==> src/rtl/lram_pkg.sv <==
// Shared constants and FSM state type for the LUTRAM loader and its storage.
package lram_pkg;

  localparam int unsigned LRAM_DEPTH_MAX = 64;
  localparam int unsigned LRAM_AW        = 6;
  localparam int unsigned LRAM_DW        = 8;

  typedef enum logic [0:0] {LOAD, FULL} lram_ld_state_t;

endpackage

==> src/rtl/lram_dp64x8.sv <==
// 64x8 simple dual-port distributed RAM: synchronous write, asynchronous read, no array reset.
module lram_dp64x8
  import lram_pkg::*;
(
  input  logic               clock,
  input  logic               we,
  input  logic [LRAM_AW-1:0] wr_addr,
  input  logic [LRAM_DW-1:0] wr_data,
  input  logic [LRAM_AW-1:0] rd_addr,
  output logic [LRAM_DW-1:0] rd_data
);

  logic [LRAM_DW-1:0] mem [LRAM_DEPTH_MAX];

  always_ff @(posedge clock) begin
    if (we) begin
      mem[wr_addr] <= wr_data;
    end
  end

  // Combinational read sees the old byte during the write cycle.
  assign rd_data = mem[rd_addr];

endmodule

==> src/rtl/lram_loader.sv <==
// Loads a valid/ready byte stream into a 64x8 LUTRAM, raising loaded after DEPTH bytes.
// Optional running XOR checksum port when LRAM_LOADER_CHECKSUM_EN is defined.
module lram_loader
  import lram_pkg::*;
#(
  parameter int unsigned DEPTH = 64
) (
  input  logic               clock,
  input  logic               reset,
  input  logic               clear,
  input  logic               in_valid,
  output logic               in_ready,
  input  logic [LRAM_DW-1:0] in_data,
  input  logic [LRAM_AW-1:0] rd_addr,
  output logic [LRAM_DW-1:0] rd_data,
  output logic               loaded,
  output logic [LRAM_AW:0]   count
`ifdef LRAM_LOADER_CHECKSUM_EN
  ,
  output logic [LRAM_DW-1:0] checksum
`endif
);

  localparam int unsigned CW = LRAM_AW + 1;
  localparam logic [CW-1:0] LastCount = CW'(DEPTH - 1);

  lram_ld_state_t     state_q, state_d;
  logic [LRAM_AW-1:0] wr_ptr_q, wr_ptr_d;
  logic [CW-1:0]      count_q, count_d;
  logic               accept;

  // Gated by reset so nothing is written while the block is held in reset.
  assign in_ready = (state_q == LOAD) & ~clear & reset;
  assign accept   = in_valid & in_ready;
  assign loaded   = (state_q == FULL);
  assign count    = count_q;

  always_comb begin
    state_d  = state_q;
    wr_ptr_d = wr_ptr_q;
    count_d  = count_q;
    if (clear) begin
      state_d  = LOAD;
      wr_ptr_d = '0;
      count_d  = '0;
    end else if (accept) begin
      wr_ptr_d = wr_ptr_q + 1'b1;
      count_d  = count_q + 1'b1;
      if (count_q == LastCount) begin
        state_d = FULL;
      end
    end
  end

  always_ff @(posedge clock or negedge reset) begin
    if (!reset) begin
      state_q  <= LOAD;
      wr_ptr_q <= '0;
      count_q  <= '0;
    end else begin
      state_q  <= state_d;
      wr_ptr_q <= wr_ptr_d;
      count_q  <= count_d;
    end
  end

`ifdef LRAM_LOADER_CHECKSUM_EN
  logic [LRAM_DW-1:0] checksum_q, checksum_d;

  always_comb begin
    checksum_d = checksum_q;
    if (clear) begin
      checksum_d = '0;
    end else if (accept) begin
      checksum_d = checksum_q ^ in_data;
    end
  end

  always_ff @(posedge clock or negedge reset) begin
    if (!reset) begin
      checksum_q <= '0;
    end else begin
      checksum_q <= checksum_d;
    end
  end

  assign checksum = checksum_q;
`endif

  lram_dp64x8 u_mem (
    .clock   (clock),
    .we      (accept),
    .wr_addr (wr_ptr_q),
    .wr_data (in_data),
    .rd_addr (rd_addr),
    .rd_data (rd_data)
  );

endmodule

==> config.mk <==
export PLATFORM = sky130hd
export DESIGN_NAME = lram_loader
export DESIGN_NICKNAME = d
export VERILOG_FILES = /design/src/rtl/lram_pkg.sv /design/src/rtl/lram_dp64x8.sv /design/src/rtl/lram_loader.sv
export SDC_FILE = /design/constraint.sdc
export NUM_CORES = 1
export LEC_CHECK = 0
export BUFFER_PORTS_ARGS = -buffer_cell sky130_fd_sc_hd__buf_4
export CAP_MARGIN = 25
export CORE_UTILIZATION = 30
export DETAILED_ROUTE_END_ITERATION = 16
export PLACE_DENSITY = 0.44
export SYNTH_ARGS = -nofsm -noshare
export SYNTH_HDL_FRONTEND = slang
export SYNTH_SLANG_ARGS = --single-unit
==> constraint.sdc <==
create_clock -name clock -period 2.2 [get_ports clock]
set_input_delay 0.22 -clock clock [delete_from_list [all_inputs] [get_ports clock]]
set_output_delay 0.22 -clock clock [all_outputs]
set_load 0.02 [all_outputs]
-- Word-level counts from Yosys, hierarchy flattened
Memory sizes are Yosys's and may differ from the RTL's.
Index checks and enable logic that the tools add are counted.
- flip-flop bits (word level): 14
- latch bits: 0
- memory bits (writable): 512
- bits in read-only memories: 0
- output and inout bits: 17
- memories kept: 1
- add/subtract/negate cells: 2
- multiply operators: 0
- divide/modulo/power cells: 0
- magnitude comparators: 0
- equality and inequality tests: 1
- shift operators: 0
- mux-type cells: 9
- bitwise operators: 5
- reductions and logical operators: 3
- memories (memory ; depth ; bits a word ; read ports ; clocked after memory_dff ; wr ports ; RTL line ; source):
    u_mem.mem ; 64 ; 8 ; 1 ; 0 ; 1 ; lram_dp64x8.sv:13 ; logic [LRAM_DW-1:0] mem [LRAM_DEPTH_MAX];
- operators by type and width (cell ; count):
    two-way mux 7 bit ; 2
    two-way mux 6 bit ; 2
    adder 7 x 1 -> 7 bit, second input constant ; 1
    equality test 7 x 6 -> 1 bit, second input constant ; 1
    adder 6 x 1 -> 6 bit, second input constant ; 1
    two-way mux 1 bit ; 5
    nonzero test 2 bit ; 2
    AND 1 bit ; 3
    NOT 1 bit ; 2
    AND reduction 2 bit ; 1

-- Logic depth before layout (Yosys ltp)
Gate-level depths: netlist (run 1).
- depth after elaboration: 6
- depth in mapped cells: 9
- depth with buffers taken out: 5

-- Modules after synthesis
Synthesis (run 1) repeated with hierarchy kept, for this count alone.
- cell total of the unflattened synthesis: 1001
- area total of the unflattened synthesis: 20702.4 µm²
- modules (own cells, without submodules) (module ; times used ; cells each ; area an instance (µm²) ; sequential area each (µm²)):
    lram_dp64x8 ; 1 ; 932 ; 20006.7 ; 15374.7
    lram_loader ; 1 ; 69 ; 695.7 ; 350.3

-- Worst setup path after synthesis (run 1)
No wires, ideal clock.
- path type: flip-flop to flip-flop
- from: register state_q (netlist: loaded)
- to: memory u_mem.mem[62][0], enable pin
- library setup time: 0.370 ns
- data arrival time: 2.233 ns
- slack: -0.404 ns
- cell stages (with the launch flop): 7
- path buffers: 1
- period minus slack after synthesis: 2.604 ns
- path through: dfrtp_1 -> nor3b_1 -> and2_1 -> buf_2 -> and2b_1 -> nand3_1 -> nor2_1
- word-level cells in the longest chain between the ends: 6
- ends and longest elaborated chain (element ; RTL line ; source):
    start: declaration ; lram_loader.sv:27 ; lram_ld_state_t state_q, state_d;
    start signal: assignment ; lram_loader.sv:61 ; state_q <= state_d;
    NOT 1 bit ; lram_loader.sv:33 ; assign in_ready = (state_q == LOAD) & ~clear & reset;
    AND 1 bit (2 in series) ; lram_loader.sv:33 ;
    net in_ready ; lram_loader.sv:12 ; output logic in_ready,
    AND 1 bit ; lram_loader.sv:34 ; assign accept = in_valid & in_ready;
    two-way mux 1 bit ; lram_dp64x8.sv:16 ; if (we) begin
    two-way mux 1 bit (implied by the code) ; lram_dp64x8.sv:17 ; mem[wr_addr] <= wr_data;
    end: declaration ; lram_dp64x8.sv:13 ;
The timed path passes the listed nets, and every way through them passes these cells.

-- Final worst setup path (run 1)
- from: memory u_mem.mem[51][2]
- to: output rd_data[2]
- word-level cells in the longest chain between the ends: 1
- ends and longest elaborated chain (element ; RTL line ; source):
    memory (64 x 8 bit) ; -- ;
    end: declaration ; lram_loader.sv:15 ; output logic [LRAM_DW-1:0] rd_data,
No other way between the ends.

==> flow_summary.yaml, run 1 <==
outcome:
  outcome: "complete, but fails checks"
  failed_checks: "negative setup slack"
critical_path:
  startpoint: "u_mem.mem[51][2]$_DFFE_PP_"
  regToRegStartpoint: "loaded$_DFFE_PN0P_"
  arrival_ns: 2.59
  worst-setup-path-type: "flip-flop to output pin"
  r2r_cells: 6
  r2r_slack_ns: 0.15
  crit_end: "rd_data[2]"
  worstPathMaxFanout: 1
  cp-end-kind: "output pin"
  worst_r2r_endpoint: "u_mem.mem[6][5]$_DFFE_PP_"
  required_ns: 1.98
  cp-start-kind: "flip-flop"
power_and_ir_drop:
  peakVddDrop_mv: 0.603
  p_leak_nw: 8.02
  total_power_mw: 21.3
  p_per_area_mw_per_mm2: 846
floorplan:
  core_area_mm2: 0.0675
  dieHeight_um: 264
  io_pins: 35
  start_util_pct: 30.5
  die_area_mm2: 0.0697
  die_w_um: 264
  std_cell_rows: 95
route:
  drc: 0
  drt_iter0_drc: 902
  ant_nets: 0
  vias: 10000
  viasPerCell: 4.84
  firstDrtPassIters: 5
  drt-total-wl_um: 51200
  wl_per_cell_um: 24.7
synthesis:
  yosys.area.top_type: "edfxtp_1"
  synth_fp_nets: 995
  seq_area_frac_synth_pct: 76.4
  synthFlopType: "edfxtp_1"
  ys_top_cells_by_area: "edfxtp_1 (75%), mux4_2 (14%), dfrtp_1 (1.7%)"
  synth.ff_latch_count: 526
  synthArstFlopShare_pct: 2.66
  yosys_warnings: 0
  synth_cell_types: 45
  synth_edf_count: 512
  avgSynthCellArea_um2: 21.1
  syn_area_mm2: 0.0206
  synth_top_area_share_pct: 74.7
  netlist_instances: 975
clock_network:
  path_clk_slew_ns: 0.06
  clock_sinks: 526
  cts_tree: "done"
  clock_latency_ns: 0.61
  numCtsBuffers: 57
  postCtsSetupBuffers: 0
  cts-root-buf: "clkbuf_16"
  cts_buffer_depth: 3
  htreeDepth: 2
sta:
  rsz0062_at_grt: "yes"
  final-hold-violation-count: 0
  hold_ws_ns: 0.103
  fin_ws_ns: -0.609
  period_share_pct: 128
  fmaxAchievable_mhz: 356
  maxSlewHeadroom_pct: 46.2
  maxSlewViolCount: 0
  finalSetupTns_ns: -3.53
  skew_ns: 0.0198
  tightest_slew_ns: 0.806
  final-setup-viol-count: 8
  layout_min_cycle_time_ns: 2.81
finish:
  most-common-layout-cells: "edfxtp_1 (512), buf_4 (147), mux4_2 (129)"
  antennaDiodeCount: 0
  multi_input_area_mm2: 0.00498
  nNetsFinal: 1174
  finish.utilization_pct: 37.2
  drive_above_1_share_pct: 38.5
  final_common_cell: "edfxtp_1"
  fillCellCount: 6201
  area_growth_pct: 22.1
  regArea_mm2: 0.0157
global_route:
  grt_pass1_vias: 10600
  track_usage_pct: 14.9
  grt_max_degree: 65
  antenna_found_initial: 0
  grt-ovfl-total: 0
  grt_pass1_wl_um: 75500
placed_design:
  dp_slack_ns: -0.704
  gp_congestion: 0.737
  dp_hpwl_um: 32100
  portBuffers: 34
flow_run:
  cap_viol_max_count: 0
worst_hold_path:
  hp-class: "input port to asynchronous set/reset pin"
## worst min-delay path by stage
stage,from,to
after floorplan,reset,count[0]$_DFFE_PN0P_
after global placement,reset,loaded$_DFFE_PN0P_
after detailed placement,reset,loaded$_DFFE_PN0P_
after CTS,reset,count[0]$_DFFE_PN0P_
after global routing,reset,count[2]$_DFFE_PN0P_
final,reset,count[2]$_DFFE_PN0P_
## flip-flops by register name (all words and copies together) (netlist names)
signal and count:
count 7, loaded 1, wr_ptr_q 6, u_mem.mem 512
## cell type report
| type | instances | share of cell area [%] |
|---|---|---|
| Sequential cell | 526 | 62.6 |
| Multi-Input combinational cell | 393 | 19.8 |
| Timing Repair Buffer | 174 | 6.25 |
| Clock buffer | 69 | 5.86 |
| Tap cell | 873 | 4.35 |
| Clock inverter | 35 | 1.12 |
| Inverter | 2 | 0.0299 |
## where the power goes
| part | leakage (nW) | switching, mW | internal [mW] |
|---|---|---|---|
| registers | 4.80 | 0.0102 | 11.0 |
| logic | 2.36 | 0.682 | 0.515 |
| clock network | 0.861 | 3.84 | 5.21 |
| total | 8.02 | 4.53 | 16.7 |
## logic make-up (layout without fill, tap and decap cells)
logic type	after synthesis	after routing	share of synthesized area, %
muxes	167	167	16.2
adders and majority gates	2	2	0.122
and+or+nand+nor	146	146	3.20
AOI/OAI and AO/OA	72	72	2.22
buffers and inverters	56	280	1.61
xor gates and xnor gates	6	6	0.255
DFF	526	526	76.4
## critical path, stage by stage, from the launching register on
cell and delay, ns:
edfxtp_1 0.38, mux4_2 0.49, mux4_2 0.55, nor2_4 0.14
nor3_4 0.05, a21o_1 0.22, buf_6 0.15
## routing by layer
metal / up-vias / GRT usage, % / wire length, um
met1: 5377 / 21.9 / 24500
met4: 0 / 2.92 / 705
met5: - / 0 / 0
met2: 193 / 23.2 / 24000
met3: 49 / 2.75 / 1980
li1: 4405 / - / -
## metrics by stage
stage                     area [um^2]  std cells
final                           25100       2072
after global routing            25100       2072
after CTS                       25100       2072
after detailed placement        23100       1968
after global placement          23100       1968
after floorplan                 20800        975
## Yosys cell counts, types with 3 or more instances
| cell type | count |
|---|---|
| a211oi_1 | 9 |
| a21oi_1 | 16 |
| a31oi_1 | 3 |
| buf_1 | 4 |
| buf_2 | 15 |
| buf_4 | 11 |
| buf_6 | 8 |
| clkbuf_1 | 16 |
| dfrtp_1 | 14 |
| edfxtp_1 | 512 |
| mux2_2 | 8 |
| mux2i_1 | 28 |
| mux4_1 | 6 |
| mux4_2 | 124 |
| nand2_1 | 18 |
| nand2b_1 | 7 |
| nand3_1 | 8 |
| nand4_1 | 3 |
| nor2_1 | 85 |
| nor2b_1 | 8 |
| o21ai_0 | 3 |
| o21ai_1 | 12 |
| o221ai_1 | 7 |
| o22ai_1 | 11 |
| o31ai_1 | 5 |
| xor2_1 | 6 |
## what timing repair did
item	4_1_cts	5_1_grt
gates resized for setup	48	16
pin swaps	11	8
endpoints found under the setup margin	8	21
hold buffers	2	0
gates cloned	0	0
hold endpoints to repair	24	0
No activity file was read; power rests on OpenSTA's default activity.
==> inputs of run 2 (changes only) <==
- CELL_PAD_IN_SITES_DETAIL_PLACEMENT: unset -> 0
- CELL_PAD_IN_SITES_GLOBAL_PLACEMENT: unset -> 1
- CTS_CLUSTER_SIZE: unset -> 30
- PLACE_DENSITY: 0.44 -> 0.48
==> flow_summary.yaml, run 2 (synthesized netlist as in run 1, its figures left out) <==
critical_path:
  cp-end-kind: "output pin"
  worst-setup-path-type: "flip-flop to output pin"
  crit_end: "rd_data[2]"
  startpoint: "u_mem.mem[30][2]$_DFFE_PP_"
  critPathMaxStageDelay_ns: 0.51
  r2r_slack_ns: 0.16
  slowest_stage: "mux4_2"
  cp-start-kind: "flip-flop"
  crit_chain: "mux4_2, mux2i_2, buf_4, a31oi_1, a21o_1, buf_6"
  regToRegStartpoint: "loaded$_DFFE_PN0P_"
  worst_r2r_endpoint: "u_mem.mem[50][6]$_DFFE_PP_"
  worstPathMaxFanout: 1
  required_ns: 1.98
  r2r_cells: 7
  arrival_ns: 2.49
floorplan:
  dieHeight_um: 264
  die_area_mm2: 0.0697
  std_cell_rows: 95
  io_pins: 35
  core_area_mm2: 0.0675
  die_w_um: 264
  start_util_pct: 30.5
clock_network:
  path_clk_slew_ns: 0.06
  cts-root-buf: "clkbuf_16"
  htreeDepth: 2
  cts_buffer_depth: 3
  cts_tree: "done"
  clock_latency_ns: 0.61
  numCtsBuffers: 56
  clock_sinks: 526
finish:
  regArea_mm2: 0.0157
  top_register: "u_mem.mem"
  multi_input_area_mm2: 0.00495
  largest_reg_flops: 512
  nNetsFinal: 1196
  antennaDiodeCount: 0
  area_growth_pct: 23.3
  fillCellCount: 6182
  most-common-layout-cells: "edfxtp_1 (512), buf_4 (162), mux4_2 (127)"
  final_common_cell: "edfxtp_1"
  drive_above_1_share_pct: 38.7
placed_design:
  gp_congestion: 0.766
  portBuffers: 34
  dp_hpwl_um: 32700
route:
  drt-total-wl_um: 51800
  ant_nets: 0
  drt_iter0_drc: 713
  vias: 9996
  firstDrtPassIters: 5
  drc: 0
  wl_per_cell_um: 24.7
  viasPerCell: 4.77
power_and_ir_drop:
  p_int_mw: 16.9
  power_frac_seq_pct: 51.5
  total_power_mw: 21.4
  p_per_area_mw_per_mm2: 843
  power.switching_mw: 4.52
  combPwrFrac_pct: 5.8
  p_leak_nw: 8.16
  p_clk_share_pct: 42.7
  swShare_pct: 21.1
  peakVddDrop_mv: 0.606
sta:
  finalSetupTns_ns: -3.46
  maxSlewHeadroom_pct: 43.3
  skew_ns: 0.0156
  fin_ws_ns: -0.510
  maxSlewViolCount: 0
  tightest_slew_ns: 0.850
  final-hold-violation-count: 0
  hold_ws_ns: 0.0777
  final-setup-viol-count: 8
  period_share_pct: 123
  fmaxAchievable_mhz: 369
  rsz0062_at_grt: "yes"
  layout_min_cycle_time_ns: 2.71
global_route:
  grt_max_degree: 65
  antenna_found_initial: 0
  grt_pass1_wl_um: 76400
  track_usage_pct: 15.2
  grt_pass1_vias: 10700
  grt-ovfl-total: 0
flow_run:
  cap_viol_max_count: 0
outcome:
  outcome: "complete, but fails checks"
  failed_checks: "negative setup slack"
worst_hold_path:
  hp-class: "input port to asynchronous set/reset pin"
[run 2: critical path: cells and delay by family, from the launching register on]
family / cells / cell delay, ns
flops: 1 / 0.38
buf+inv: 2 / 0.30
compound gates: 2 / 0.38
mux: 2 / 0.81
[run 2: what timing repair did]
action                     in CTS  in global routing
hold endpoints to repair       24                  0
buffers inserted                0                  0
setup endpoints to repair       8                 41
gates resized for setup        45                 11
pin swaps                       8                  4
hold buffers                    2                  0
[run 2: power by group through the flow]
stage | Combinational (mW) | Clock, mW | Sequential, mW
after detailed placement | 1.21 | 0 | 11.2
after global placement | 1.20 | 0 | 11.2
final | 1.25 | 9.14 | 11.0
after CTS | 1.27 | 9.43 | 11.0
after global routing | 1.34 | 9.76 | 11.0
after floorplan | 0.553 | 0 | 11.2
[run 2: cell type report]
class / instances / share of cell area [%]
multi-input combinational: 393 / 19.5
clock buffer: 79 / 6.07
timing repair buffer: 197 / 7.20
tap: 873 / 4.31
inverter: 2 / 0.0296
sequential: 526 / 62.0
clock inverter: 26 / 0.898
[run 2: worst min-delay path by stage]
stage / end / slack [ns]
after global routing: loaded$_DFFE_PN0P_ / 0.07
final: loaded$_DFFE_PN0P_ / 0.08
after detailed placement: loaded$_DFFE_PN0P_ / 0.18
after global placement: loaded$_DFFE_PN0P_ / 0.18
after CTS: loaded$_DFFE_PN0P_ / 0.05
after floorplan: count[0]$_DFFE_PN0P_ / -0.08
[run 2: routing by layer]
layer  vias to the layer above  wire length [um]  GRT usage [%]
met5                         -                 0              0
li1                       4457                 -              -
met3                        69              1640           1.98
met4                         0              1070           4.32
met2                       155             24200           23.7
met1                      5315             24800           22.2
[run 2: per-stage QoR]
step	std cells	cell area, um^2	util, %	worst slack [ns]
6_report	2096	25400	37.6	-0.510
3_3_place_gp	1991	23400	34.6	-0.443
2_1_floorplan	975	20800	-	-0.136
4_1_cts	2096	25300	37.5	-0.573
5_1_grt	2096	25400	37.6	-0.578
3_5_place_dp	1991	23400	34.6	-0.441
==> inputs of run 3 (changes only) <==
- clock period: 2.2 -> 3.3 ns (I/O delays scaled with it)
==> flow_summary.yaml, run 3 (synthesized netlist as in run 1, its figures left out) <==
outcome:
  outcome: "complete, no violations"
floorplan:
  die_w_um: 264
  dieHeight_um: 264
  start_util_pct: 30.5
  core_area_mm2: 0.0675
  die_area_mm2: 0.0697
  io_pins: 35
  std_cell_rows: 95
sta:
  layout_min_cycle_time_ns: 3.04
  fmaxAchievable_mhz: 329
  maxSlewViolCount: 0
  finalSetupTns_ns: 0
  tightest_slew_ns: 0.893
  period_share_pct: 92.2
  final-setup-viol-count: 0
  fin_ws_ns: 0.257
  final-hold-violation-count: 0
  maxSlewHeadroom_pct: 40.4
  skew_ns: 0.0290
  rsz0062_at_grt: "no"
finish:
  top_register: "u_mem.mem"
  finish.utilization_pct: 36.1
  most-common-layout-cells: "edfxtp_1 (512), buf_4 (139), mux4_2 (124)"
  area_growth_pct: 18.4
  nNetsFinal: 1152
  finalNonFillerCells: 2051
  final_common_cell: "edfxtp_1"
  largest_reg_flops: 512
  drive_above_1_share_pct: 30.6
  antennaDiodeCount: 0
  fillCellCount: 6274
power_and_ir_drop:
  power_frac_seq_pct: 51.8
  power.switching_mw: 3.02
  p_clk_share_pct: 43.2
  combPwrFrac_pct: 5.0
  swShare_pct: 21.3
  p_int_mw: 11.1
  peakVddDrop_mv: 0.318
  p_per_area_mw_per_mm2: 581
  p_leak_nw: 7.86
route:
  drc: 0
  viasPerCell: 4.85
  firstDrtPassIters: 4
  vias: 9947
  wl_per_cell_um: 26.0
  ant_nets: 0
  drt-total-wl_um: 53300
  drt_iter0_drc: 844
global_route:
  grt_pass1_vias: 10700
  grt-ovfl-total: 0
  grt_pass1_wl_um: 78000
  antenna_found_initial: 0
  grt_max_degree: 65
  track_usage_pct: 15.7
placed_design:
  dp_slack_ns: 0.360
  post-place-cells: 1943
  gp_congestion: 0.743
  dp_hpwl_um: 32600
  portBuffers: 34
critical_path:
  arrival_ns: 2.71
  cp-start-kind: "flip-flop"
  required_ns: 2.97
  worst-setup-path-type: "flip-flop to output pin"
  worstPathMaxFanout: 1
  cp-end-kind: "output pin"
clock_network:
  cts_resized: 0
  clock_latency_ns: 0.62
  cts_buffer_depth: 3
  cts-root-buf: "clkbuf_16"
  path_clk_slew_ns: 0.06
  htreeDepth: 2
  clock_sinks: 526
  numCtsBuffers: 58
  cts_tree: "done"
flow_run:
  cap_viol_max_count: 0
worst_hold_path:
  hp-class: "input port to asynchronous set/reset pin"
## run 3: cell count changes in the layout (fill, tap and decap cells not counted), sizes merged
cell | before | now
buf | 195 | 149
clkbuf | 79 | 73
inv | 2 | 3
clkinv | 21 | 27
## run 3: layout make-up
cell class              count  area, um^2  share of cell area (%)
multi-input cells         393        4520                    18.6
flip-flops and latches    526       15700                    64.5
well taps                 873        1090                    4.48
repair buffers            151        1250                    5.11
clock inverters            33         268                    1.10
inverters                   2        7.51                  0.0308
clock buffers              73        1510                    6.19
## run 3: what timing repair did
item	in CTS	in global routing
setup buffers	0	0
hold buffers	2	0
hold endpoints to repair	24	0
setup endpoints to repair	0	0
## run 3: power groups by stage
stage	clock (mW)	combinational (mW)	sequential (mW)
final	6.12	0.703	7.34
after global routing	6.53	0.757	7.34
after CTS	6.29	0.728	7.34
after detailed placement	0	0.725	7.48
after global placement	0	0.721	7.48
after floorplan	0	0.367	7.48
## run 3: worst paths after layout
| kind | from | end | slack, ns | cells past startpoint |
|---|---|---|---|---|
| setup / recovery | u_mem.mem[31][1]$_DFFE_PP_ | rd_data[1] | 0.26 | 6 |
| hold / removal | reset | count[4]$_DFFE_PN0P_ | 0.22 | 3 |
| hold reg to reg | loaded$_DFFE_PN0P_ | loaded$_DFFE_PN0P_ | 0.55 | 2 |
| max in group asynchronous | reset | wr_ptr_q[0]$_DFFE_PN0P_ | 2.90 | 3 |
| min in group clock | in_data[2] | u_mem.mem[60][2]$_DFFE_PP_ | 0.28 | 1 |
| setup reg to reg | loaded$_DFFE_PN0P_ | u_mem.mem[23][4]$_DFFE_PP_ | 0.51 | 5 |
## run 3: per-stage QoR
| stage | cell area [um^2] | hold WS [ns] | total power [mW] |
|---|---|---|---|
| after floorplan | 20600 | 0.0344 | 7.85 |
| after global placement | 22600 | 0.304 | 8.20 |
| after detailed placement | 22600 | 0.300 | 8.21 |
| after CTS | 24400 | 0.191 | 14.4 |
| after global routing | 24400 | 0.223 | 14.6 |
| final | 24400 | 0.224 | 14.2 |
## run 3: critical path, cell delays in order (launching register included)
cell	delay (ns)
edfxtp_1	0.36
mux4_2	0.50
mux2i_1	0.41
a21oi_1	0.21
o21ai_1	0.27
o31ai_1	0.18
buf_4	0.19
## run 3: metal layers
metal | GRT usage (%) | part of all wire (%) | vias to the layer above
li1 | - | - | 4361
met1 | 22.2 | 47 | 5339
met2 | 25.2 | 48 | 179
met3 | 2.45 | 3.5 | 68
met4 | 4.09 | 2.0 | 0
met5 | 0 | 0 | -
